[config.mk]
export PLATFORM = sky130hd
export DESIGN_NAME = prio_encoder_n_flat
export DESIGN_NICKNAME = d
export VERILOG_FILES = /design/src/rtl/prio_encoder_n_if.sv /design/src/rtl/prio_encoder_n.sv /design/src/flat_wrapper.sv
export SDC_FILE = /design/constraint.sdc
export NUM_CORES = 1
export LEC_CHECK = 0
export CORE_UTILIZATION = 42
export DETAILED_ROUTE_END_ITERATION = 10
export PLACE_DENSITY_LB_ADDON = 0.05
export SLEW_MARGIN = 0
export SYNTH_ARGS = -nofsm -noshare
export SYNTH_HDL_FRONTEND = slang
export SYNTH_SLANG_ARGS = --single-unit
[constraint.sdc]
create_clock -name clk -period 3.7 [get_ports clk]
set_input_delay 0.555 -clock clk [delete_from_list [all_inputs] [get_ports clk]]
set_output_delay 0.555 -clock clk [all_outputs]
set_load 0.02 [all_outputs]
[src/rtl/prio_encoder_n_if.sv]
// Handshake bundle for prio_encoder_n: request side (in_*, D) and result side
// (out_*, idx, flags, error count).
interface prio_encoder_n_if #(
  parameter int unsigned N = 8
);
  localparam int unsigned W = $clog2(N);

  logic         in_valid;
  logic         in_ready;
  logic [N-1:0] D;
  logic         out_valid;
  logic         out_ready;
  logic [W-1:0] idx;
  logic         none;
  logic         multi;
  logic [15:0]  err_cnt;

  // Producer/consumer side: drives requests and takes results.
  modport master (
    output in_valid, D, out_ready,
    input  in_ready, out_valid, idx, none, multi, err_cnt
  );

  // Encoder side.
  modport slave (
    input  in_valid, D, out_ready,
    output in_ready, out_valid, idx, none, multi, err_cnt
  );
endinterface

[src/rtl/prio_encoder_n.sv]
// Registered N-to-log2(N) priority encoder, fixed-priority (highest index) or
// round-robin, with zero-hot / multi-hot flags and a saturating error count.
module prio_encoder_n #(
  parameter int unsigned N  = 8,
  parameter int unsigned RR = 0
) (
  input logic             clk,
  input logic             rst,
  prio_encoder_n_if.slave bus
);
  localparam int unsigned W      = $clog2(N);
  localparam logic [W-1:0] IdxOne = W'(1);
  localparam logic [W-1:0] IdxMax = W'(N - 1);
  localparam logic [N-1:0] VecOne = N'(1);
  localparam logic [15:0]  ErrMax = 16'hFFFF;

  if (N < 2 || N > 256) begin : gen_bad_n
    $error("prio_encoder_n: N must be within 2..256");
  end
  if (RR > 1) begin : gen_bad_rr
    $error("prio_encoder_n: RR must be 0 or 1");
  end

  logic         out_valid_q, out_valid_d;
  logic [W-1:0] idx_q, idx_d;
  logic         none_q, none_d;
  logic         multi_q, multi_d;
  logic [15:0]  err_q, err_d;
  logic [W-1:0] ptr_q, ptr_d;

  logic         accept;
  logic         d_zero;
  logic         d_multi;
  logic [W-1:0] fix_idx;
  logic [W-1:0] rr_idx;
  logic [W-1:0] sel_idx;
  logic [N-1:0] rr_mask;
  logic [N-1:0] rr_pick;

  assign bus.in_ready = !out_valid_q || bus.out_ready;
  assign accept       = bus.in_valid && bus.in_ready;

  assign d_zero  = (bus.D == '0);
  // Clearing the lowest set bit leaves something only if two or more were set.
  assign d_multi = |(bus.D & (bus.D - VecOne));

  // Fixed priority: the last (highest) set bit seen wins.
  always_comb begin
    fix_idx = '0;
    for (int unsigned i = 0; i < N; i++) begin
      if (bus.D[i]) fix_idx = W'(i);
    end
  end

  // Round-robin: lowest set bit at or above ptr, else lowest set bit overall
  // (which then necessarily lies below ptr, i.e. the wrapped part of the scan).
  always_comb begin
    rr_mask = '0;
    for (int unsigned i = 0; i < N; i++) begin
      rr_mask[i] = (W'(i) >= ptr_q);
    end
  end

  assign rr_pick = (|(bus.D & rr_mask)) ? (bus.D & rr_mask) : bus.D;

  always_comb begin
    rr_idx = '0;
    for (int i = int'(N) - 1; i >= 0; i--) begin
      if (rr_pick[i]) rr_idx = W'(i);
    end
  end

  assign sel_idx = (RR != 0) ? rr_idx : fix_idx;

  always_comb begin
    out_valid_d = out_valid_q;
    idx_d       = idx_q;
    none_d      = none_q;
    multi_d     = multi_q;
    err_d       = err_q;
    ptr_d       = ptr_q;
    if (accept) begin
      out_valid_d = 1'b1;
      idx_d       = sel_idx;
      none_d      = d_zero;
      multi_d     = d_multi;
      if ((d_zero || d_multi) && (err_q != ErrMax)) begin
        err_d = err_q + 16'd1;
      end
      if ((RR != 0) && !d_zero) begin
        ptr_d = (sel_idx == IdxMax) ? '0 : sel_idx + IdxOne;
      end
    end else if (out_valid_q && bus.out_ready) begin
      out_valid_d = 1'b0;
    end
  end

  always_ff @(posedge clk or posedge rst) begin
    if (rst) begin
      out_valid_q <= 1'b0;
      idx_q       <= '0;
      none_q      <= 1'b0;
      multi_q     <= 1'b0;
      err_q       <= '0;
      ptr_q       <= '0;
    end else begin
      out_valid_q <= out_valid_d;
      idx_q       <= idx_d;
      none_q      <= none_d;
      multi_q     <= multi_d;
      err_q       <= err_d;
      ptr_q       <= ptr_d;
    end
  end

  assign bus.out_valid = out_valid_q;
  assign bus.idx       = idx_q;
  assign bus.none      = none_q;
  assign bus.multi     = multi_q;
  assign bus.err_cnt   = err_q;

endmodule

[src/flat_wrapper.sv]
// flat-port wrapper written by rule: the top's interface ports become plain ports
module prio_encoder_n_flat 
#(
  parameter int unsigned N  = 8,
  parameter int unsigned RR = 0
)
  (clk, rst, bus_in_valid, bus_D, bus_out_ready, bus_in_ready, bus_out_valid, bus_idx, bus_none, bus_multi, bus_err_cnt);
  prio_encoder_n_if #(.N(N)) bus_i ();
  input logic clk;
  input logic rst;
  input wire logic [$bits(bus_i.in_valid)-1:0] bus_in_valid;
  input wire logic [$bits(bus_i.D)-1:0] bus_D;
  input wire logic [$bits(bus_i.out_ready)-1:0] bus_out_ready;
  output wire logic [$bits(bus_i.in_ready)-1:0] bus_in_ready;
  output wire logic [$bits(bus_i.out_valid)-1:0] bus_out_valid;
  output wire logic [$bits(bus_i.idx)-1:0] bus_idx;
  output wire logic [$bits(bus_i.none)-1:0] bus_none;
  output wire logic [$bits(bus_i.multi)-1:0] bus_multi;
  output wire logic [$bits(bus_i.err_cnt)-1:0] bus_err_cnt;
  assign bus_i.in_valid = bus_in_valid;
  assign bus_i.D = bus_D;
  assign bus_i.out_ready = bus_out_ready;
  assign bus_in_ready = bus_i.in_ready;
  assign bus_out_valid = bus_i.out_valid;
  assign bus_idx = bus_i.idx;
  assign bus_none = bus_i.none;
  assign bus_multi = bus_i.multi;
  assign bus_err_cnt = bus_i.err_cnt;
  prio_encoder_n #(.N(N), .RR(RR)) u_core (.clk(clk), .rst(rst), .bus(bus_i));
endmodule
==> results_dict.tcl <==
set metrics [dict create \
    ys.flop_type "dfrtp_1" \
    ys_types 35 \
    io_pins 35 \
    gp_congestion 0.800 \
    start_kind "primary input" \
    drtIter0Drc 38 \
    synth-seq-cells 22 \
    setup_violations 0 \
    place_area_mm2 0.00156 \
    rsz0062_at_grt "no" \
    antenna_left 0 \
    drc_errors 0 \
    syn-num-nets 132 \
    final_area_mm2 0.00160 \
    wl_um 2520 \
    synth_cells 119 \
    multi_input_area_um2 601 \
    die_h_um 55.5 \
    fillers 241 \
    leakage_nw 0.636 \
    synth_edf_count 0 \
    cts_sinks 22 \
    gr-total-overflow 0 \
    syn_avg_cell_area_um2 10.1 \
    p_total_w 0.000943 \
    arrival_ps 2760 \
    cts_tree "yes" \
    slew_viol_final 0 \
    syn_to_final_growth_pct 32.9 \
    powerDensity_mw_per_mm2 591 \
    peakVddDrop_mv 0.368 \
    postCtsSetupBuffers 0 \
    start_util_pct 43.9 \
    grt_pass1_vias 1007 \
    ctsResizeCount 0 \
    path_class "primary input to flip-flop" \
    fin_skew_ps 2.40 \
    vias 1022 \
    hold_buffers 0 \
    ys_warn_count 0 \
    crit_slowest_cell "a2bb2oi_2" \
    relSlewSlack_pct 43.6 \
    maxCapViolations 0 \
    final.min_clock_period_ps 2560 \
    htree_levels 1 \
    netlist_area_mm2 0.00120 \
    grt_antenna_before_repair 0 \
    dp_hpwl_um 1890 \
    die_w_um 55.5 \
    ys_seq_area_share_pct 45.8 \
    layout_commonest_cell "clkdlybuf4s50_1" \
    clk_latency_ps 300 \
    ff_latch_area_um2 551 \
    async_flop_share_pct 100 \
    track_usage_pct 18.7 \
    num_rows 19 \
    cts_buffer_depth 2 \
    core_area_mm2 0.00273 \
    wire_per_inst_um 13.6 \
    slowest_delay_ps 600 \
    layout_common_cells "clkdlybuf4s50_1, dfrtp_1, nand2_1" \
    io_buffers 34 \
    fin_tns_setup_ps 0 \
    antennaDiodeCount 0 \
    cts_buffers 3 \
    drtPass1Iterations 4 \
    tightest_slew_ps 845 \
    period_share_pct 69.1 \
    crit_chain "clkdlybuf4s50_1, nor4_4, a221oi_1, a2bb2oi_2, nor2_1, mux2_2" \
    hp-class "flip-flop to flip-flop" \
    hold_viol 0 \
    clockRootBuffer "clkbuf_4" \
    path_clk_slew_ps 120 \
    crit_required_ps 3900 \
    grt_max_degree 23 \
    max_clock_freq_mhz 391 \
    drive_above_1_share_pct 9.09 \
    vias_per_cell 5.52 \
    outcome "complete, no violations" \
    nNetsFinal 168 \
    die_area_mm2 0.00308 \
    critPathCaptureType "flip-flop" \
    grt_pass1_wl_um 4570 \
    worstPathMaxFanout 15 \
]
[flip-flops by register name, indices dropped and copies added (netlist names)]
name                  flops
u_core.bus.err_cnt       16
u_core.bus.idx            3
u_core.bus.multi          1
u_core.bus.none           1
u_core.bus.out_valid      1
[layer usage]
layer,part of all wire [%],global-route usage (%),up-vias
li1,-,-,502
met1,44,23.6,488
met2,51,32.4,30
met3,4.2,4.92,2
met4,0.67,3.21,0
met5,0,0,-
[power by group]
| part | switching (W) | total [W] | leakage [nW] | internal, W |
|---|---|---|---|---|
| clock | 0.0000704 | 0.000130 | 0.0210 | 0.0000600 |
| sequential | 0.0000901 | 0.000403 | 0.254 | 0.000313 |
| combinational | 0.000208 | 0.000410 | 0.361 | 0.000202 |
| total | 0.000368 | 0.000943 | 0.636 | 0.000575 |
[cell usage after synthesis, types with 2 or more instances]
cell | n | share of area (%)
xor2_1 | 12 | 8.7
o21ai_0 | 6 | 2.5
nor2_1 | 5 | 1.6
nor4_1 | 3 | 1.6
nor3_1 | 6 | 2.5
nand3_1 | 6 | 2.5
a21oi_1 | 3 | 1.2
nand2b_1 | 2 | 1.0
and4_1 | 2 | 1.5
inv_1 | 8 | 2.5
a31oi_1 | 2 | 1.0
nor4_2 | 5 | 5.2
nand2_1 | 13 | 4.1
nand4_1 | 3 | 1.6
dfrtp_1 | 22 | 46
mux2_2 | 2 | 1.9
[cell type report]
cell class              count  area share (%)
flip-flops and latches     22            34.5
multi-input cells          86            37.6
repair buffers             34            21.3
clock buffers               4            2.27
inverters                   8            1.88
well taps                  31            2.43
[through the flow]
step	cells	hold WS, ps	setup slack [ps]	util (%)
floorplan	119	544	1860	-
global placement	181	465	911	57.1
detailed placement	181	471	812	57.1
CTS	185	500	1160	58.4
global route	185	521	987	58.4
finish	185	499	1140	58.4
[worst max-delay path: cells and delay by family]
kind / cells / cell delay (ps)
AOI/OAI and AO/OA: 2 / 760
and+or+nand+nor: 2 / 590
buffers and inverters: 1 / 530
muxes: 1 / 310
[path summary, 6_finish.rpt]
path                                              startpoint                            endpoint  slack, ps  cells after the start
setup / recovery                                    bus_D[4]   u_core.bus.err_cnt[1]$_DFFE_PP0P_       1140                      6
hold / removal                 u_core.bus.idx[0]$_DFFE_PP0P_       u_core.bus.idx[0]$_DFFE_PP0P_        500                      2
setup reg to reg           u_core.bus.err_cnt[0]$_DFFE_PP0P_   u_core.bus.err_cnt[1]$_DFFE_PP0P_       1430                      6
hold reg to reg                u_core.bus.idx[0]$_DFFE_PP0P_       u_core.bus.idx[0]$_DFFE_PP0P_        500                      2
max in group asynchronous                                rst  u_core.bus.err_cnt[13]$_DFFE_PP0P_       2470                      2
min in group asynchronous                                rst   u_core.bus.err_cnt[6]$_DFFE_PP0P_        710                      2
[kinds of logic after synthesis]
kind of cell	count (synthesis)	synth area share [%]
mux	3	2.71
simple gates	49	25.1
flops	22	45.8
compound gates	20	11.7
fa+ha+maj	1	1.04
xor+xnor	13	9.48
buf+inv	11	4.17
(Power assumes the default switching activity.)
